`config.mk`:
```
export PLATFORM = sky130hd
export DESIGN_NAME = pcm_i2s_tx_flat
export DESIGN_NICKNAME = d
export VERILOG_FILES = /design/src/rtl/pcm_i2s_tx_if.sv /design/src/rtl/pcm_i2s_tx.sv /design/src/flat_wrapper.sv
export SDC_FILE = /design/constraint.sdc
export NUM_CORES = 1
export LEC_CHECK = 0
export CAP_MARGIN = 20
export CORE_UTILIZATION = 58
export DETAILED_ROUTE_END_ITERATION = 10
export HOLD_SLACK_MARGIN = 0.08
export PLACE_DENSITY = 0.84
export SYNTH_ARGS = -nofsm -noshare
export SYNTH_HDL_FRONTEND = slang
export SYNTH_SLANG_ARGS = --single-unit
```
`constraint.sdc`:
```
create_clock -name clk -period 4 [get_ports clk]
set_input_delay 0.4 -clock clk [delete_from_list [all_inputs] [get_ports clk]]
set_output_delay 0.4 -clock clk [all_outputs]
set_load 0.1 [all_outputs]
```
`src/rtl/pcm_i2s_tx_if.sv`:
```
// Sample stream from the PDM decimator into the I2S transmitter.
//   in_valid : single-cycle strobe, one per decimated sample
//   in_data  : signed PCM sample, qualified by in_valid
// master = decimator side (drives), slave = transmitter side (receives).
interface pcm_i2s_tx_if #(
  parameter int unsigned WIDTH = 16
);
  logic             in_valid;
  logic [WIDTH-1:0] in_data;

  modport master (output in_valid, output in_data);
  modport slave  (input  in_valid, input  in_data);
endinterface

```
`src/rtl/pcm_i2s_tx.sv`:
```
// Philips I2S stereo transmitter for the microphone path. Buffers decimator
// samples in a small FIFO and sends each one duplicated on left and right.
// Ports:
//   clk, rst_n  : system clock, asynchronous active-low reset
//   en          : transmitter enable; low returns the serialiser to idle and flushes
//   in_if       : sample stream (in_valid strobe, in_data sample)
//   clr_flags   : synchronous clear of the sticky flags (a same-cycle set wins)
//   bclk, lrclk : I2S bit clock and word select (0 = left)
//   sdata       : I2S serial data, MSB first, one bclk after the lrclk edge
//   fifo_level  : current FIFO occupancy
//   overflow    : sticky, a sample was dropped on a full FIFO
//   underflow   : sticky, a frame was sent with zeros
module pcm_i2s_tx #(
  parameter int unsigned WIDTH      = 16,
  parameter int unsigned BCLK_DIV   = 1,
  parameter int unsigned FIFO_DEPTH = 4
) (
  input  logic                        clk,
  input  logic                        rst_n,
  input  logic                        en,
  pcm_i2s_tx_if.slave                 in_if,
  input  logic                        clr_flags,
  output logic                        bclk,
  output logic                        lrclk,
  output logic                        sdata,
  output logic [$clog2(FIFO_DEPTH):0] fifo_level,
  output logic                        overflow,
  output logic                        underflow
);

  localparam int unsigned FRAME_W = 2 * WIDTH;
  localparam int unsigned SLOT_W  = $clog2(FRAME_W);
  localparam int unsigned AW      = $clog2(FIFO_DEPTH);
  localparam int unsigned LW      = AW + 1;
  localparam int unsigned DIV_W   = (BCLK_DIV > 1) ? $clog2(BCLK_DIV) : 1;

  logic [DIV_W-1:0]   div_q,   div_d;
  logic               bclk_q,  bclk_d;
  logic [SLOT_W-1:0]  slot_q,  slot_d;
  logic               lrclk_q, lrclk_d;
  logic               sdata_q, sdata_d;
  logic [FRAME_W-1:0] sh_q,    sh_d;
  logic [AW-1:0]      wr_q,    wr_d;
  logic [AW-1:0]      rd_q,    rd_d;
  logic [LW-1:0]      cnt_q,   cnt_d;
  logic               ovf_q,   ovf_d;
  logic               udf_q,   udf_d;
  logic [WIDTH-1:0]   mem [FIFO_DEPTH];

  logic               tick;
  logic               fall;
  logic               pop_evt;
  logic               empty;
  logic               full;
  logic               do_pop;
  logic               do_push;
  logic [SLOT_W-1:0]  slot_nx;
  logic [FRAME_W-1:0] frame;

  // Bit-clock events and FIFO handshake decode
  always_comb begin
    tick    = (div_q == DIV_W'(BCLK_DIV - 1));
    fall    = en & tick & bclk_q;
    // Entering slot 1 is where a new frame word is fetched
    pop_evt = fall & (slot_q == '0);
    empty   = (cnt_q == '0);
    full    = (cnt_q == LW'(FIFO_DEPTH));
    do_pop  = pop_evt & ~empty;
    // A pop in the same cycle frees a full FIFO for the incoming sample
    do_push = en & in_if.in_valid & (~full | do_pop);
    slot_nx = (slot_q == SLOT_W'(FRAME_W - 1)) ? '0 : slot_q + SLOT_W'(1);
    frame   = do_pop ? {mem[rd_q], mem[rd_q]} : '0;
  end

  // Next-state logic for serialiser, FIFO pointers and flags
  always_comb begin
    div_d   = tick ? '0 : div_q + DIV_W'(1);
    bclk_d  = tick ? ~bclk_q : bclk_q;
    slot_d  = slot_q;
    lrclk_d = lrclk_q;
    sdata_d = sdata_q;
    sh_d    = sh_q;
    wr_d    = do_push ? wr_q + AW'(1) : wr_q;
    rd_d    = do_pop ? rd_q + AW'(1) : rd_q;
    cnt_d   = cnt_q + LW'(do_push) - LW'(do_pop);
    ovf_d   = (ovf_q & ~clr_flags) | (en & in_if.in_valid & full & ~do_pop);
    udf_d   = (udf_q & ~clr_flags) | (pop_evt & empty);

    if (fall) begin
      slot_d  = slot_nx;
      lrclk_d = (slot_nx >= SLOT_W'(WIDTH));
      // One-bit delay: bit 0 of the word trails into slot 0 of the next frame
      if (pop_evt) begin
        sdata_d = frame[FRAME_W-1];
        sh_d    = {frame[FRAME_W-2:0], 1'b0};
      end else begin
        sdata_d = sh_q[FRAME_W-1];
        sh_d    = {sh_q[FRAME_W-2:0], 1'b0};
      end
    end

    // Disabled: idle the serialiser and flush the FIFO, flags are kept
    if (!en) begin
      div_d   = '0;
      bclk_d  = 1'b0;
      slot_d  = SLOT_W'(FRAME_W - 1);
      lrclk_d = 1'b1;
      sdata_d = 1'b0;
      sh_d    = '0;
      wr_d    = '0;
      rd_d    = '0;
      cnt_d   = '0;
    end
  end

  // State registers
  always_ff @(posedge clk or negedge rst_n) begin
    if (!rst_n) begin
      div_q   <= '0;
      bclk_q  <= 1'b0;
      slot_q  <= SLOT_W'(FRAME_W - 1);
      lrclk_q <= 1'b1;
      sdata_q <= 1'b0;
      sh_q    <= '0;
      wr_q    <= '0;
      rd_q    <= '0;
      cnt_q   <= '0;
      ovf_q   <= 1'b0;
      udf_q   <= 1'b0;
    end else begin
      div_q   <= div_d;
      bclk_q  <= bclk_d;
      slot_q  <= slot_d;
      lrclk_q <= lrclk_d;
      sdata_q <= sdata_d;
      sh_q    <= sh_d;
      wr_q    <= wr_d;
      rd_q    <= rd_d;
      cnt_q   <= cnt_d;
      ovf_q   <= ovf_d;
      udf_q   <= udf_d;
    end
  end

  // Sample storage; contents are only read while the count says valid
  always_ff @(posedge clk) begin
    if (do_push) mem[wr_q] <= in_if.in_data;
  end

  assign bclk       = bclk_q;
  assign lrclk      = lrclk_q;
  assign sdata      = sdata_q;
  assign fifo_level = cnt_q;
  assign overflow   = ovf_q;
  assign underflow  = udf_q;

endmodule

```
`src/flat_wrapper.sv`:
```
// flat-port wrapper written by rule: the top's interface ports become plain ports
module pcm_i2s_tx_flat 
#(
  parameter int unsigned WIDTH      = 16,
  parameter int unsigned BCLK_DIV   = 1,
  parameter int unsigned FIFO_DEPTH = 4
)
  (clk, rst_n, en, clr_flags, bclk, lrclk, sdata, fifo_level, overflow, underflow, in_if_in_valid, in_if_in_data);
  pcm_i2s_tx_if #(.WIDTH(WIDTH)) in_if_i ();
  input  logic clk;
  input  logic rst_n;
  input  logic en;
  input  logic clr_flags;
  output logic bclk;
  output logic lrclk;
  output logic sdata;
  output logic [$clog2(FIFO_DEPTH):0] fifo_level;
  output logic overflow;
  output logic underflow;
  input wire logic [$bits(in_if_i.in_valid)-1:0] in_if_in_valid;
  input wire logic [$bits(in_if_i.in_data)-1:0] in_if_in_data;
  assign in_if_i.in_valid = in_if_in_valid;
  assign in_if_i.in_data = in_if_in_data;
  pcm_i2s_tx #(.WIDTH(WIDTH), .BCLK_DIV(BCLK_DIV), .FIFO_DEPTH(FIFO_DEPTH)) u_core (.clk(clk), .rst_n(rst_n), .en(en), .in_if(in_if_i), .clr_flags(clr_flags), .bclk(bclk), .lrclk(lrclk), .sdata(sdata), .fifo_level(fifo_level), .overflow(overflow), .underflow(underflow));
endmodule
```
==> flow_summary.json <==
{
  "run_status": "complete, no violations",
  "fin_tns_setup_ns": 0,
  "cts_setup_buffers": 0,
  "tritoncts.num_buffers": 9,
  "antenna_violations_before_repair": 0,
  "fin_crit_ns": 2.846,
  "cellPowerDensity_nw_per_um2": 406.5,
  "die_height_microns": 91.13,
  "worstSetupPathType": "flop to flop",
  "timing.reg2reg.setup_slack_ns": 1.15,
  "antennaDiodeCount": 0,
  "synth_adder_area_share_pct": 2.607,
  "area_share_of_the_leading_cell_type_in_the_synthesized_netlist_pct": 41.72,
  "synth_top_family_by_area": "multiplexers",
  "design.portCount": 29,
  "gp_routability_congestion": 0.8070,
  "clk_latency_worst_skew_pair_ns": 0.37,
  "worst_reg_to_reg_path_cell_count": 9,
  "synth_simple_gate_area_share_pct": 8.012,
  "crit_path_end_kind": "flop",
  "setup_repair_after_global_routing_missed_its_margin": "no",
  "drt-met1-wl_mm": 3.527,
  "synth_warnings": 0,
  "crit_path_max_fanout": 20,
  "num_rows": 32,
  "route.top_layer_used": "met4",
  "synth.lib_cells_used.distinct": 38,
  "clock_tree.root_cell": "sky130_fd_sc_hd__clkbuf_8",
  "place_inst": 391,
  "report.final.setup_viol": 0,
  "synth_edf_count": 64,
  "timing.critical_path.required_ns": 4.26,
  "synth-compound-area-share_pct": 8.338,
  "start_kind": "flop",
  "syn-mean-instance-area_sq_um": 16.81,
  "drt-total-wl_mm": 7.827,
  "netlist_top_cells_area": "sky130_fd_sc_hd__edfxtp_1, sky130_fd_sc_hd__dfrtp_1, sky130_fd_sc_hd__a221o_1",
  "timing.slew.headroom_pct": 34.12,
  "power.static_leakage_nw": 2.025,
  "yosys_register_bits": 111,
  "hold_violations": 0,
  "cp.arrival_ns": 3.11,
  "n_fill_cell": 515,
  "synth-main-ff-cell": "sky130_fd_sc_hd__edfxtp_1",
  "cts_tree": "done",
  "grt_max_degree": 48,
  "maxSlewViolCount": 0,
  "synth_area_leader_cell": "sky130_fd_sc_hd__edfxtp_1",
  "wl_per_cell_microns": 19.09,
  "routed-via-count": 2542,
  "grt_pass1_wl_mm": 13.05,
  "post_synth_inst_count": 274,
  "place.port_buffers": 28,
  "grtUsageTotal_pct": 20.93,
  "drt_pass1_iterations": 4,
  "met2RoutedLength_mm": 3.760,
  "first_global_vias": 2496,
  "clock_sink_count": 111,
  "cts.path.max_buffers": 2,
  "max_freq_ghz": 0.3513,
  "post_synth_mux_area_share_pct": 9.804,
  "area_delta_synth_final_pct": 13.28,
  "final_min_period_over_clock_period_pct": 71.16,
  "finClkSkew_ns": 0.01212,
  "asr_flop_ratio_synth_pct": 42.34,
  "clk_transition_reported_paths_ns": 0.11,
  "synth_sequential_area_ratio_pct": 67.38,
  "finalNetCount": 333,
  "place_hpwl_mm": 4.978,
  "route.detailed.drc": 0,
  "r2r_end": "u_core.fifo_level[2]",
  "worst_setup_path_startpoint": "u_core.bclk",
  "met3WireLength_microns": 384,
  "irDropWorstVdd_uv": 340.4,
  "yosys.area_share.xor_xnor_pct": 0.5703,
  "post_route_cells_drive_above_1_share_pct": 13.96,
  "number_of_non_filler_instances_in_the_completed_layout": 410,
  "startpoint_of_the_worst_register_to_register_path": "u_core.bclk",
  "worstMarginPinSlew_ns": 0.9882,
  "dieWidth_microns": 91.13,
  "hold_class": "input pin to async pin",
  "syn-cell-area_sq_um": 4607,
  "drv_cap": 0,
  "cts.htree.levels": 3,
  "grt-ovfl-total": 0,
  "core-area_sq_um": 7687,
  "floorplan.die_area_sq_um": 8304,
  "floorplan.initialDensity_pct": 59.93,
  "detailedRoute.firstIterationViolations": 192,
  "detail-route-antenna-nets": 0,
  "postSynthNetCount": 304,
  "vias_per_cell": 6.200
}
==> stage by stage <==
step	area [sq um]	setup WS, ns	hold WS, ns	total power (W)	util, %
floorplan	4607	0.7658	0.1044	0.001412	-
global placement	4971	1.055	0.4648	0.001479	64.66
detailed placement	4971	0.9913	0.4733	0.001488	64.66
CTS	5174	1.165	0.2174	0.002139	67.30
global route	5219	0.9260	0.4370	0.002220	67.89
finish	5219	1.154	0.4290	0.002122	67.89
==> critical path: stages, from the launching register on <==
cell,delay (ns)
sky130_fd_sc_hd__dfrtp_1,0.65
sky130_fd_sc_hd__and2_1,0.59
sky130_fd_sc_hd__a21boi_1,0.33
sky130_fd_sc_hd__nor2_1,0.18
sky130_fd_sc_hd__ha_1,0.15
sky130_fd_sc_hd__inv_1,0.05
sky130_fd_sc_hd__fa_1,0.38
sky130_fd_sc_hd__xnor2_1,0.15
sky130_fd_sc_hd__xnor2_1,0.12
sky130_fd_sc_hd__and2_1,0.15
==> worst max path at each step <==
stage | to | slack, ns
finish | u_core.fifo_level[2] | 1.15
global placement | u_core.fifo_level[2] | 1.05
detailed placement | u_core.fifo_level[2] | 0.99
global route | u_core.fifo_level[2] | 0.93
CTS | u_core.fifo_level[2] | 1.17
floorplan | u_core.mem[0][0] | 0.77
==> synth_stat cells, drive strengths merged, types with 2 or more instances <==
cell type and number:
buf 8, nand2b 2, nor2b 2, edfxtp 64, and4 14, and3 4
dfstp 5, nand3 4, o21ai 4, and2 3, nor2 3, xnor2 3
a221o 30, nor3b 5, nand4 3, clkbuf 12, mux4 16, nand2 15
inv 10, ha 8, mux2i 5, dfrtp 42, o311ai 2
==> area by class of cell <==
| class | count | area [sq um] | share of cell area [%] |
|---|---|---|---|
| clock buffers | 9 | 123.9 | 2.374 |
| clock inverters | 7 | 78.83 | 1.510 |
| inverters | 10 | 37.54 | 0.7193 |
| multi-input cells | 133 | 1374 | 26.32 |
| flip-flops and latches | 111 | 3104 | 59.48 |
| well taps | 102 | 127.6 | 2.445 |
| repair buffers | 38 | 372.9 | 7.145 |
==> logic make-up after synthesis <==
family,after synthesis
flops,111
buf+inv,30
simple gates,58
compound gates,42
fa+ha+maj,9
mux,21
xor+xnor,3
==> what timing repair did <==
| action | CTS | global route |
|---|---|---|
| hold endpoints to repair | 0 | 7 |
| gates resized for setup | 0 | 0 |
| hold buffers | 0 | 1 |
==> cells in the final DEF, fill, tap and decap left out, drive strengths merged, types with 2 or more instances in the layout <==
cell           count
nand3              4
dfrtp             42
nor2               3
and3               4
xnor2              3
a221o             30
o21ai              4
edfxtp            64
nor2b              2
o311ai             2
dfstp              5
mux2i              5
clkdlybuf4s50     27
nand4              3
clkbuf             9
clkinv             2
nor3b              5
nand2b             2
and2               3
nand2             15
buf               10
inv               15
ha                 8
mux4              16
and4              14
==> state kept, by name, indices dropped and copies added, names as in the netlist <==
register / cells
u_core.bclk: 1
u_core.fifo_level: 3
u_core.lrclk: 1
u_core.mem: 64
u_core.overflow: 1
u_core.rd_q: 2
u_core.sdata: 1
u_core.sh_q: 31
u_core.slot_q: 4
u_core.underflow: 1
u_core.wr_q: 2
==> layer usage <==
| layer | global-route usage, % | vias to the layer above |
|---|---|---|
| met5 | 0 | - |
| met4 | 8.995 | 0 |
| met3 | 4.020 | 15 |
| met2 | 30.56 | 80 |
| met1 | 31.21 | 1285 |
| li1 | - | 1162 |
==> report_power, final <==
part	switching, W	leakage [nW]	internal [W]
sequential	0.0000216	1.22	0.00125
clock	0.000402	0.104	0.000253
combinational	0.000125	0.704	0.0000700
total	0.000548	2.03	0.00157
Note: power is estimated with default switching activity, not from simulation.
